$ cat config.mk
export PLATFORM = sky130hd
export DESIGN_NAME = ibex_mem_port_arbiter
export DESIGN_NICKNAME = d
export VERILOG_FILES = /design/src/rtl/ibex_mem_port_arbiter.sv
export SDC_FILE = /design/constraint.sdc
export NUM_CORES = 1
export LEC_CHECK = 0
export ABC_AREA = 1
export CORE_ASPECT_RATIO = 0.75
export CORE_MARGIN = 2
export CORE_UTILIZATION = 42
export CTS_CLUSTER_SIZE = 40
export DETAILED_ROUTE_END_ITERATION = 6
export GPL_TIMING_DRIVEN = 0
export PLACE_DENSITY_LB_ADDON = 0.1
export SYNTH_ARGS = -nofsm -noshare
export SYNTH_HDL_FRONTEND = slang
export SYNTH_SLANG_ARGS = --single-unit
$ cat constraint.sdc
create_clock -name clk_i -period 1.8 [get_ports clk_i]
set_input_delay 0.27 -clock clk_i [delete_from_list [all_inputs] [get_ports clk_i]]
set_output_delay 0.27 -clock clk_i [all_outputs]
set_load 0.01 [all_outputs]
$ cat src/rtl/ibex_mem_port_arbiter.sv
`default_nettype none
// ----------------------------------------------------------------------------
// ibex_mem_port_arbiter - fetch/LSU arbiter for one req/gnt/rvalid memory port
// Define IBEX_MEM_ARB_RR_EN for round-robin priority (default LS over IF). Rev 1.0
// ----------------------------------------------------------------------------
module ibex_mem_port_arbiter #(
  parameter int unsigned ADDR_W          = 32,
  parameter int unsigned MAX_OUTSTANDING = 2
) (
  input  logic              clk_i,
  input  logic              rst_ni,
  input  logic              if_req_i,
  input  logic [ADDR_W-1:0] if_addr_i,
  output logic              if_gnt_o,
  output logic              if_rvalid_o,
  output logic [31:0]       if_rdata_o,
  output logic              if_err_o,
  input  logic              ls_req_i,
  input  logic              ls_we_i,
  input  logic [3:0]        ls_be_i,
  input  logic [ADDR_W-1:0] ls_addr_i,
  input  logic [31:0]       ls_wdata_i,
  output logic              ls_gnt_o,
  output logic              ls_rvalid_o,
  output logic [31:0]       ls_rdata_o,
  output logic              ls_err_o,
  output logic              mem_req_o,
  output logic              mem_we_o,
  output logic [3:0]        mem_be_o,
  output logic [ADDR_W-1:0] mem_addr_o,
  output logic [31:0]       mem_wdata_o,
  input  logic              mem_gnt_i,
  input  logic              mem_rvalid_i,
  input  logic [31:0]       mem_rdata_i,
  input  logic              mem_err_i,
  output logic              busy_o
);

  localparam int unsigned PTR_W = (MAX_OUTSTANDING > 1) ? $clog2(MAX_OUTSTANDING) : 1;
  localparam int unsigned CNT_W = $clog2(MAX_OUTSTANDING + 1);
  localparam logic OWNER_IF = 1'b0;
  localparam logic OWNER_LS = 1'b1;

  typedef enum logic [0:0] {
    ARB_IDLE = 1'b0,
    ARB_HOLD = 1'b1
  } arb_state_e;

  typedef struct packed {
    logic owner;
    logic discard;
  } owner_entry_t;

  arb_state_e        state_q, state_d;
  logic              lock_q, lock_d;
  logic [ADDR_W-1:0] hold_addr_q, hold_addr_d;
  logic              hold_we_q, hold_we_d;
  logic [3:0]        hold_be_q, hold_be_d;
  logic [31:0]       hold_wdata_q, hold_wdata_d;

  owner_entry_t [MAX_OUTSTANDING-1:0] fifo_q, fifo_d;
  logic [PTR_W-1:0]  wr_ptr_q, wr_ptr_d, rd_ptr_q, rd_ptr_d;
  logic [CNT_W-1:0]  count_q, count_d;

  logic              sel_owner, cur_owner, cur_req_live;
  logic              fifo_empty, fifo_full, push, pop;
  logic              req_int, we_int;
  logic [ADDR_W-1:0] addr_int, if_addr_aligned;
  logic [3:0]        be_int;
  logic [31:0]       wdata_int;
  owner_entry_t      head;

  function automatic logic [PTR_W-1:0] ptr_inc(input logic [PTR_W-1:0] p);
    return (p == PTR_W'(MAX_OUTSTANDING - 1)) ? '0 : p + PTR_W'(1);
  endfunction

`ifdef IBEX_MEM_ARB_RR_EN
  logic rr_q, rr_d;

  always_comb begin
    if (if_req_i && ls_req_i) sel_owner = rr_q;
    else                      sel_owner = ls_req_i ? OWNER_LS : OWNER_IF;
  end

  // Preference moves away from a requester only once it has actually been served.
  always_comb begin
    rr_d = rr_q;
    if (push && (cur_owner == rr_q)) rr_d = ~rr_q;
  end

  always_ff @(posedge clk_i or negedge rst_ni) begin
    if (!rst_ni) rr_q <= OWNER_LS;
    else         rr_q <= rr_d;
  end
`else
  always_comb begin
    sel_owner = ls_req_i ? OWNER_LS : OWNER_IF;
  end
`endif

  assign if_addr_aligned = if_addr_i & ~ADDR_W'(3);
  assign fifo_empty      = (count_q == '0);
  assign pop             = mem_rvalid_i & ~fifo_empty;
  // A response this cycle frees a slot, so a full FIFO may still accept a grant.
  assign fifo_full       = (count_q == CNT_W'(MAX_OUTSTANDING)) & ~mem_rvalid_i;
  assign cur_owner       = (state_q == ARB_HOLD) ? lock_q : sel_owner;
  assign cur_req_live    = (cur_owner == OWNER_LS) ? ls_req_i : if_req_i;
  assign push            = req_int & mem_gnt_i;
  assign head            = fifo_q[rd_ptr_q];

  always_comb begin
    state_d      = state_q;
    lock_d       = lock_q;
    hold_addr_d  = hold_addr_q;
    hold_we_d    = hold_we_q;
    hold_be_d    = hold_be_q;
    hold_wdata_d = hold_wdata_q;
    req_int      = 1'b0;
    addr_int     = '0;
    we_int       = 1'b0;
    be_int       = 4'h0;
    wdata_int    = '0;
    case (state_q)
      ARB_IDLE: begin
        if ((if_req_i | ls_req_i) & ~fifo_full) begin
          req_int = 1'b1;
          if (sel_owner == OWNER_LS) begin
            addr_int  = ls_addr_i;
            we_int    = ls_we_i;
            be_int    = ls_be_i;
            wdata_int = ls_wdata_i;
          end else begin
            addr_int  = if_addr_aligned;
            be_int    = 4'hF;
          end
          if (!mem_gnt_i) begin
            state_d      = ARB_HOLD;
            lock_d       = sel_owner;
            hold_addr_d  = addr_int;
            hold_we_d    = we_int;
            hold_be_d    = be_int;
            hold_wdata_d = wdata_int;
          end
        end
      end
      ARB_HOLD: begin
        // The request is never withdrawn, even if the owner has dropped req.
        req_int   = ~fifo_full;
        addr_int  = hold_addr_q;
        we_int    = hold_we_q;
        be_int    = hold_be_q;
        wdata_int = hold_wdata_q;
        if (req_int && mem_gnt_i) state_d = ARB_IDLE;
      end
      default: state_d = ARB_IDLE;
    endcase
  end

  always_comb begin
    fifo_d   = fifo_q;
    wr_ptr_d = wr_ptr_q;
    rd_ptr_d = rd_ptr_q;
    count_d  = count_q;
    if (push) begin
      fifo_d[wr_ptr_q].owner   = cur_owner;
      fifo_d[wr_ptr_q].discard = ~cur_req_live;
      wr_ptr_d                 = ptr_inc(wr_ptr_q);
    end
    if (pop) rd_ptr_d = ptr_inc(rd_ptr_q);
    if (push && !pop)      count_d = count_q + CNT_W'(1);
    else if (pop && !push) count_d = count_q - CNT_W'(1);
  end

  always_ff @(posedge clk_i or negedge rst_ni) begin
    if (!rst_ni) begin
      state_q      <= ARB_IDLE;
      lock_q       <= 1'b0;
      hold_addr_q  <= '0;
      hold_we_q    <= 1'b0;
      hold_be_q    <= 4'h0;
      hold_wdata_q <= '0;
      fifo_q       <= '0;
      wr_ptr_q     <= '0;
      rd_ptr_q     <= '0;
      count_q      <= '0;
    end else begin
      state_q      <= state_d;
      lock_q       <= lock_d;
      hold_addr_q  <= hold_addr_d;
      hold_we_q    <= hold_we_d;
      hold_be_q    <= hold_be_d;
      hold_wdata_q <= hold_wdata_d;
      fifo_q       <= fifo_d;
      wr_ptr_q     <= wr_ptr_d;
      rd_ptr_q     <= rd_ptr_d;
      count_q      <= count_d;
    end
  end

  // Outputs are forced low while reset is asserted, independent of the inputs.
  assign mem_req_o   = rst_ni & req_int;
  assign mem_addr_o  = mem_req_o ? addr_int : '0;
  assign mem_we_o    = mem_req_o & we_int;
  assign mem_be_o    = mem_req_o ? be_int : 4'h0;
  assign mem_wdata_o = mem_req_o ? wdata_int : '0;

  assign if_gnt_o    = mem_req_o & mem_gnt_i & (cur_owner == OWNER_IF) & if_req_i;
  assign ls_gnt_o    = mem_req_o & mem_gnt_i & (cur_owner == OWNER_LS) & ls_req_i;
  assign if_rvalid_o = rst_ni & pop & (head.owner == OWNER_IF) & ~head.discard;
  assign ls_rvalid_o = rst_ni & pop & (head.owner == OWNER_LS) & ~head.discard;
  assign if_rdata_o  = rst_ni ? mem_rdata_i : '0;
  assign ls_rdata_o  = rst_ni ? mem_rdata_i : '0;
  assign if_err_o    = rst_ni & mem_err_i;
  assign ls_err_o    = rst_ni & mem_err_i;
  assign busy_o      = rst_ni & ((state_q != ARB_IDLE) | ~fifo_empty | mem_req_o);

`ifndef SYNTHESIS
  always @(posedge clk_i) begin
    if (rst_ni && mem_rvalid_i) begin
      assert (count_q != '0)
        else $error("ibex_mem_port_arbiter: rvalid with no outstanding transaction");
    end
  end
`endif

endmodule
`default_nettype wire

==> results of run 1 <==
## timing repair
action	CTS	global route
pin swaps	34	38
cloned	10	6
hold buffers	2	0
resized for setup	474	99
hold endpoints to repair	13	0
setup buffers	18	15
endpoints found under the setup margin	141	115
## metrics by stage
stage	util	cells
after global placement	0.647	1396
final	0.743	1463
after CTS	0.702	1443
after floorplan	-	944
after detailed placement	0.648	1397
after global routing	0.743	1463
## critical path, stage by stage (launching register included)
cell     delay, ns
dfrtp_2       0.45
nand3_4       0.18
nand2_4       0.11
buf_8         0.15
buf_8         0.13
nor2_4        0.08
nor2_2        0.05
nor2_1        0.14
buf_2         0.18
## state kept, by name, summed over array words and instances, names as in the netlist
signal        cells
fifo_q            4
wr_ptr_q          1
hold_wdata_q     32
hold_we_q         1
hold_addr_q      32
lock_q            1
state_q           1
hold_be_q         4
rd_ptr_q          1
count_q           2
## cells in the final DEF, fill, tap and decap left out, drive strengths merged
cell / synthesis / final
a21oi: 41 / 41
a22oi: 1 / 1
buf: 75 / 193
bufbuf: 0 / 2
bufinv: 0 / 2
clkbuf: 20 / 32
clkdlybuf4s15: 0 / 1
clkdlybuf4s50: 0 / 163
clkinv: 0 / 4
clkinvlp: 0 / 1
dfrtp: 79 / 79
dlygate4sd2: 0 / 37
dlygate4sd3: 0 / 2
dlymetal6s2s: 0 / 1
ha: 1 / 1
inv: 141 / 139
nand2: 333 / 333
nand3: 40 / 42
nand4: 40 / 41
nor2: 96 / 96
nor3: 5 / 5
o21ai: 68 / 68
or2: 1 / 1
xnor2: 1 / 1
xor2: 2 / 2
## layout make-up
class | instances | area, sq um
clock buffers | 11 | 233
repair buffers | 326 | 3060
fillers | 1088 | 3490
inverters | 141 | 541
multi-input cells | 632 | 3150
plain buffers | 94 | 852
well taps | 175 | 219
clock inverters | 5 | 82.6
flip-flops and latches | 79 | 1980
## power by group
group	leakage (nW)	switching (mW)	internal, mW
Clock	0.154	0.767	1.22
Sequential	0.993	0.487	2.55
Combinational	4.41	3.04	2.67
Total	5.55	4.30	6.44
## per-layer routing
metal / vias up / GRT usage
li1: 3553 / -
met1: 3436 / 0.394
met2: 411 / 0.479
met3: 38 / 0.0754
met4: 0 / 0.0671
met5: - / 0
## kinds of logic after synthesis
kind of cell    Yosys count
compound gates          110
xor+xnor                  3
fa+ha+maj                 1
buf+inv                 236
flops                    79
simple gates            515
## how the worst min path moves through the flow
stage                     slack [ns]  cells after the start                to
after global routing            0.02                      3   hold_wdata_q[5]
after CTS                      0.006                      3   hold_wdata_q[5]
after floorplan                -0.03                      0        count_q[0]
after global placement          0.46                      2      hold_be_q[0]
after detailed placement        0.14                      1   hold_addr_q[23]
final                          0.009                      3  hold_wdata_q[31]
==> out/metrics.cfg, run 1 <==
[synth]
avgSynthCellArea_sq_um = 6.15
synthTopCellsByCount = nand2_1 (332), inv_1 (138), nor2_1 (96)
synth_compound_area_frac = 0.0991
synth_top_family_by_area = simple AND/OR/NAND/NOR gates
syn_nets = 1085
synthSimpleGateAreaFrac = 0.367
synth.largest_area_cell = dfrtp_1
synth_top_area_frac = 0.340
ys_seq_elements = 79
synth_edf_count = 0
yosysMostFrequentCell = nand2_1
synth_cell_types = 26
synthFlopType = dfrtp_1
syn_area_sq_um = 5810
synthAdderAreaFrac = 0.00215
synth.area.top_cells = dfrtp_1 (34%), nand2_1 (21%), inv_1 (8.9%), nor2_1 (6.2%), buf_4 (4.3%)
syn-instance-count = 944
yosysWarnings = 0
ys_seq_area_frac = 0.340
synth_mux_area_frac = 0
async_flop_share = 1.00
synth_xor_area_frac = 0.00452

[routing]
top_layer = met4
wl_per_cell_microns = 16.3
dr_wl_met2_microns = 11500
vias = 7438
met1Wirelength_microns = 9670
ant_nets = 0
vias_per_cell = 5.08
drtIter0Drc = 656
drcViolationCount = 0
drt_pass1_iterations = 5
route.met3.wl_microns = 2380
wl_microns = 23900

[timing]
max_freq_mhz = 476
fin_crit_ns = 2.10
grt_setup_unrepaired = true
relSlewSlack = 0.610
setup_viol = 76
setup_tns_ns = -12.07
finClkSkew_ns = 0.00657
hold_viol_final = 0
final-max-slew-violation-count = 0
fin_hold_ws_ns = 0.00855
min_period_over_period = 1.17
tightest_slew_ns = 0.584
worst_slack_ns = -0.301

[cells_and_area]
drive_above_1_share = 0.245
areaGrowthSynthToFinish_pct = 74.1
nets = 1424
post-route-cell-area_sq_um = 10100
antenna_cells = 0

[power_and_ir_drop]
powerDensity_nw_per_um2 = 1060
ir_drop_v = 0.000635
power_mw = 10.7
p_leak_nw = 5.55

[grt]
grt_overflow = 0
antenna_found_initial = 0
globalRouteTotalUtil = 0.294
grt_max_degree = 34
grt_pass1_wl_microns = 35200
grt_pass1_vias = 6902

[floorplanning]
die_w_microns = 140
die_area_sq_um = 14800
start_util = 0.427
rows = 37
ios = 281
die_y_microns = 106
core_area_sq_um = 13600

[worst_setup_path]
reg2reg_slack_ns = -0.01
required_ns = 1.53
endpoint = mem_addr_o[30]
reg2reg_from = state_q
cp-start-kind = flop
cp-startpoint = count_q[1]
arrival_ns = 1.83
end_kind = output port
crit_type = reg2out
rr_endpoint = count_q[1]
critPathMaxFanout = 6
r2r_cells = 9

[clocking]
cts_root_buffer = clkbuf_16
clock-sinks = 79
htree_levels = 3
path_clk_slew_ns = 0.06
cts_buffers = 9
clk_latency_ns = 0.34
cts_buffer_depth = 2
cts_tree = yes

[placed_design]
io_buffers = 277
dpl.hpwl_microns = 15000
place_congestion = 0.847
dpl-instance-area_sq_um = 8830
pre_cts_slack_ns = -1.26

[status]
outcome = finished, violations left
failed_checks = negative setup slack

[min_path]
min_path_type = in2async

[flow_run]
max-cap-violations = 0

Note: power is estimated with default switching activity, not from simulation.
==> run 2: changes to the inputs <==
SETUP_SLACK_MARGIN = 0.1   (was default)
==> run 2 against run 1 <==
Effect of this change: final area grew 2.0%; sequential share of layout area shrank 0.38 points; the run still ends with negative setup slack left; final cell count grew 0.55%; largest power group unchanged; highest routed layer unchanged.
==> out/metrics.cfg, run 2 (synthesized netlist as in run 1, its figures left out) <==
[power_and_ir_drop]
ir_drop_v = 0.000619  ; was 0.000635 V
powerDensity_nw_per_um2 = 1060  ; about the same
p_leak_nw = 5.74  ; was 5.55 nW

[floorplanning]
core_area_sq_um = 13600  ; unchanged
die_area_sq_um = 14800  ; unchanged
ios = 281  ; unchanged
die_y_microns = 106  ; unchanged
die_w_microns = 140  ; unchanged
rows = 37  ; unchanged
start_util = 0.427  ; unchanged

[timing]
final-max-slew-violation-count = 0  ; unchanged
relSlewSlack = 0.605  ; was 0.610
min_period_over_period = 1.14  ; was 1.17
finClkSkew_ns = 0.00889  ; was 0.00657 ns
grt_setup_unrepaired = true  ; unchanged
fin_crit_ns = 2.06  ; was 2.10 ns
setup_viol = 74  ; was 76
worst_slack_ns = -0.258  ; was -0.301 ns
max_freq_mhz = 486  ; was 476 MHz
tightest_slew_ns = 0.590  ; was 0.584 ns
hold_viol_final = 0  ; unchanged

[clocking]
clock-sinks = 79  ; unchanged
cts_buffer_depth = 2  ; unchanged
cts_tree = yes  ; unchanged
cts_root_buffer = clkbuf_16  ; unchanged
cts_buffers = 9  ; unchanged
path_clk_slew_ns = 0.06  ; about the same
htree_levels = 3  ; unchanged
clk_latency_ns = 0.34  ; about the same

[placed_design]
pre_cts_slack_ns = -1.26  ; unchanged
io_buffers = 277  ; unchanged
dpl.hpwl_microns = 15000  ; unchanged
place_congestion = 0.847  ; unchanged

[grt]
antenna_found_initial = 0  ; unchanged
grt_pass1_vias = 6884  ; was 6902
grt_max_degree = 34  ; unchanged
globalRouteTotalUtil = 0.294  ; unchanged
grt_pass1_wl_microns = 35100  ; was 35200 microns
grt_overflow = 0  ; unchanged

[cells_and_area]
postLayoutCoreUtil = 0.758  ; was 0.743
final_common_cell = nand2_1  ; unchanged
areaGrowthSynthToFinish_pct = 77.6  ; was 74.1%
nets = 1432  ; was 1424
antenna_cells = 0  ; unchanged
final_cell_mix = nand2_1 (330), inv_1 (133), clkdlybuf4s50_1 (133)  ; was nand2_1 (328), clkdlybuf4s50_1 (163), inv_1 (134)
drive_above_1_share = 0.258  ; was 0.245
top_regs = hold_addr_q: 32 flops, hold_wdata_q: 32 flops  ; unchanged
fill_cells = 1064  ; was 1088

[routing]
wl_per_cell_microns = 16.2  ; was 16.3 microns
ant_nets = 0  ; unchanged
vias_per_cell = 5.05  ; was 5.08
drtIter0Drc = 570  ; was 656
drt_pass1_iterations = 7  ; was 5
vias = 7430  ; was 7438
drcViolationCount = 0  ; unchanged
wl_microns = 23900  ; about the same

[min_path]
min_path_type = in2async  ; unchanged

[worst_setup_path]
critPathMaxFanout = 6  ; unchanged
crit_type = reg2out  ; unchanged
required_ns = 1.53  ; about the same
cp-start-kind = flop  ; unchanged
end_kind = output port  ; unchanged
arrival_ns = 1.79  ; was 1.83 ns

[status]
outcome = finished, violations left  ; unchanged
failed_checks = negative setup slack  ; unchanged

[flow_run]
max-cap-violations = 0  ; unchanged

[run 2: cell count changes in the layout (fill, tap and decap cells not counted), sizes merged]
cell	delta
clkdlybuf4s50	-30
dlygate4sd2	+28
buf	+6
clkbuf	+2
dlymetal6s2s	+2
clkdlybuf4s15	-1
nand3	+1
[run 2: layout make-up]
cell class / count / area [sq um] / share of cell area
plain buffers: 94 / 867 / 0.0840
clock buffers: 11 / 233 / 0.0226
clock inverters: 5 / 82.6 / 0.00800
inverters: 141 / 538 / 0.0521
multi-input cells: 633 / 3250 / 0.315
flip-flops and latches: 79 / 1980 / 0.192
well taps: 175 / 219 / 0.0212
repair buffers: 333 / 3150 / 0.305
[run 2: metal layers]
layer,track usage,routed length (microns),vias to the layer above
met5,0,0,-
met2,0.481,11500,353
li1,-,-,3571
met4,0.0664,327,0
met1,0.393,9870,3475
met3,0.0754,2150,31
[run 2: worst max-delay path, stage by stage (launching register included)]
cell and delay (ns):
dfrtp_2 0.45, nand3_4 0.17, nand2_4 0.11, buf_8 0.15
buf_8 0.13, nor2_4 0.11, nor2_2 0.05, nor2_1 0.12
buf_2 0.17
[run 2: final timing paths]
path	startpoint	endpoint	slack, ns	depth (start not counted)
worst min-delay path	rst_ni	hold_wdata_q[5]	0.01	3
worst min register to register	hold_wdata_q[29]	hold_wdata_q[29]	0.48	2
min in group clk_i	mem_gnt_i	state_q	0.44	2
max in group asynchronous	rst_ni	count_q[1]	0.89	2
worst max-delay path	count_q[1]	mem_addr_o[30]	-0.26	8
worst max register to register	state_q	count_q[1]	-0.05	10
[run 2: per-stage QoR]
stage               cell area (sq um)  power [mW]  setup TNS (ns)  cells  hold WS, ns
floorplan                        5810        5.49               0    944      -0.0256
global placement                 8800        7.27         -718.14   1396        0.463
detailed placement               8830        7.36         -142.92   1397        0.138
CTS                              9530        9.85           -7.83   1443      0.00592
global route                    10300        11.6          -16.87   1471       0.0203
finish                          10300        10.9          -12.71   1471       0.0110
[run 2: where the power goes]
group          total, mW  leakage [nW]  internal, mW  switching (mW)
combinational       5.93          4.59          2.78            3.15
sequential          3.03         0.993          2.55           0.472
clock               1.97         0.154          1.22           0.748
total               10.9          5.74          6.55            4.37
[run 2: what timing repair did]
item / CTS / global route
setup buffers: 18 / 21
gates cloned: 10 / 9
setup endpoints to repair: 144 / 148
resized for setup: 508 / 134
pin swaps: 35 / 58
hold buffers: 2 / 0
hold endpoints to repair: 13 / 0
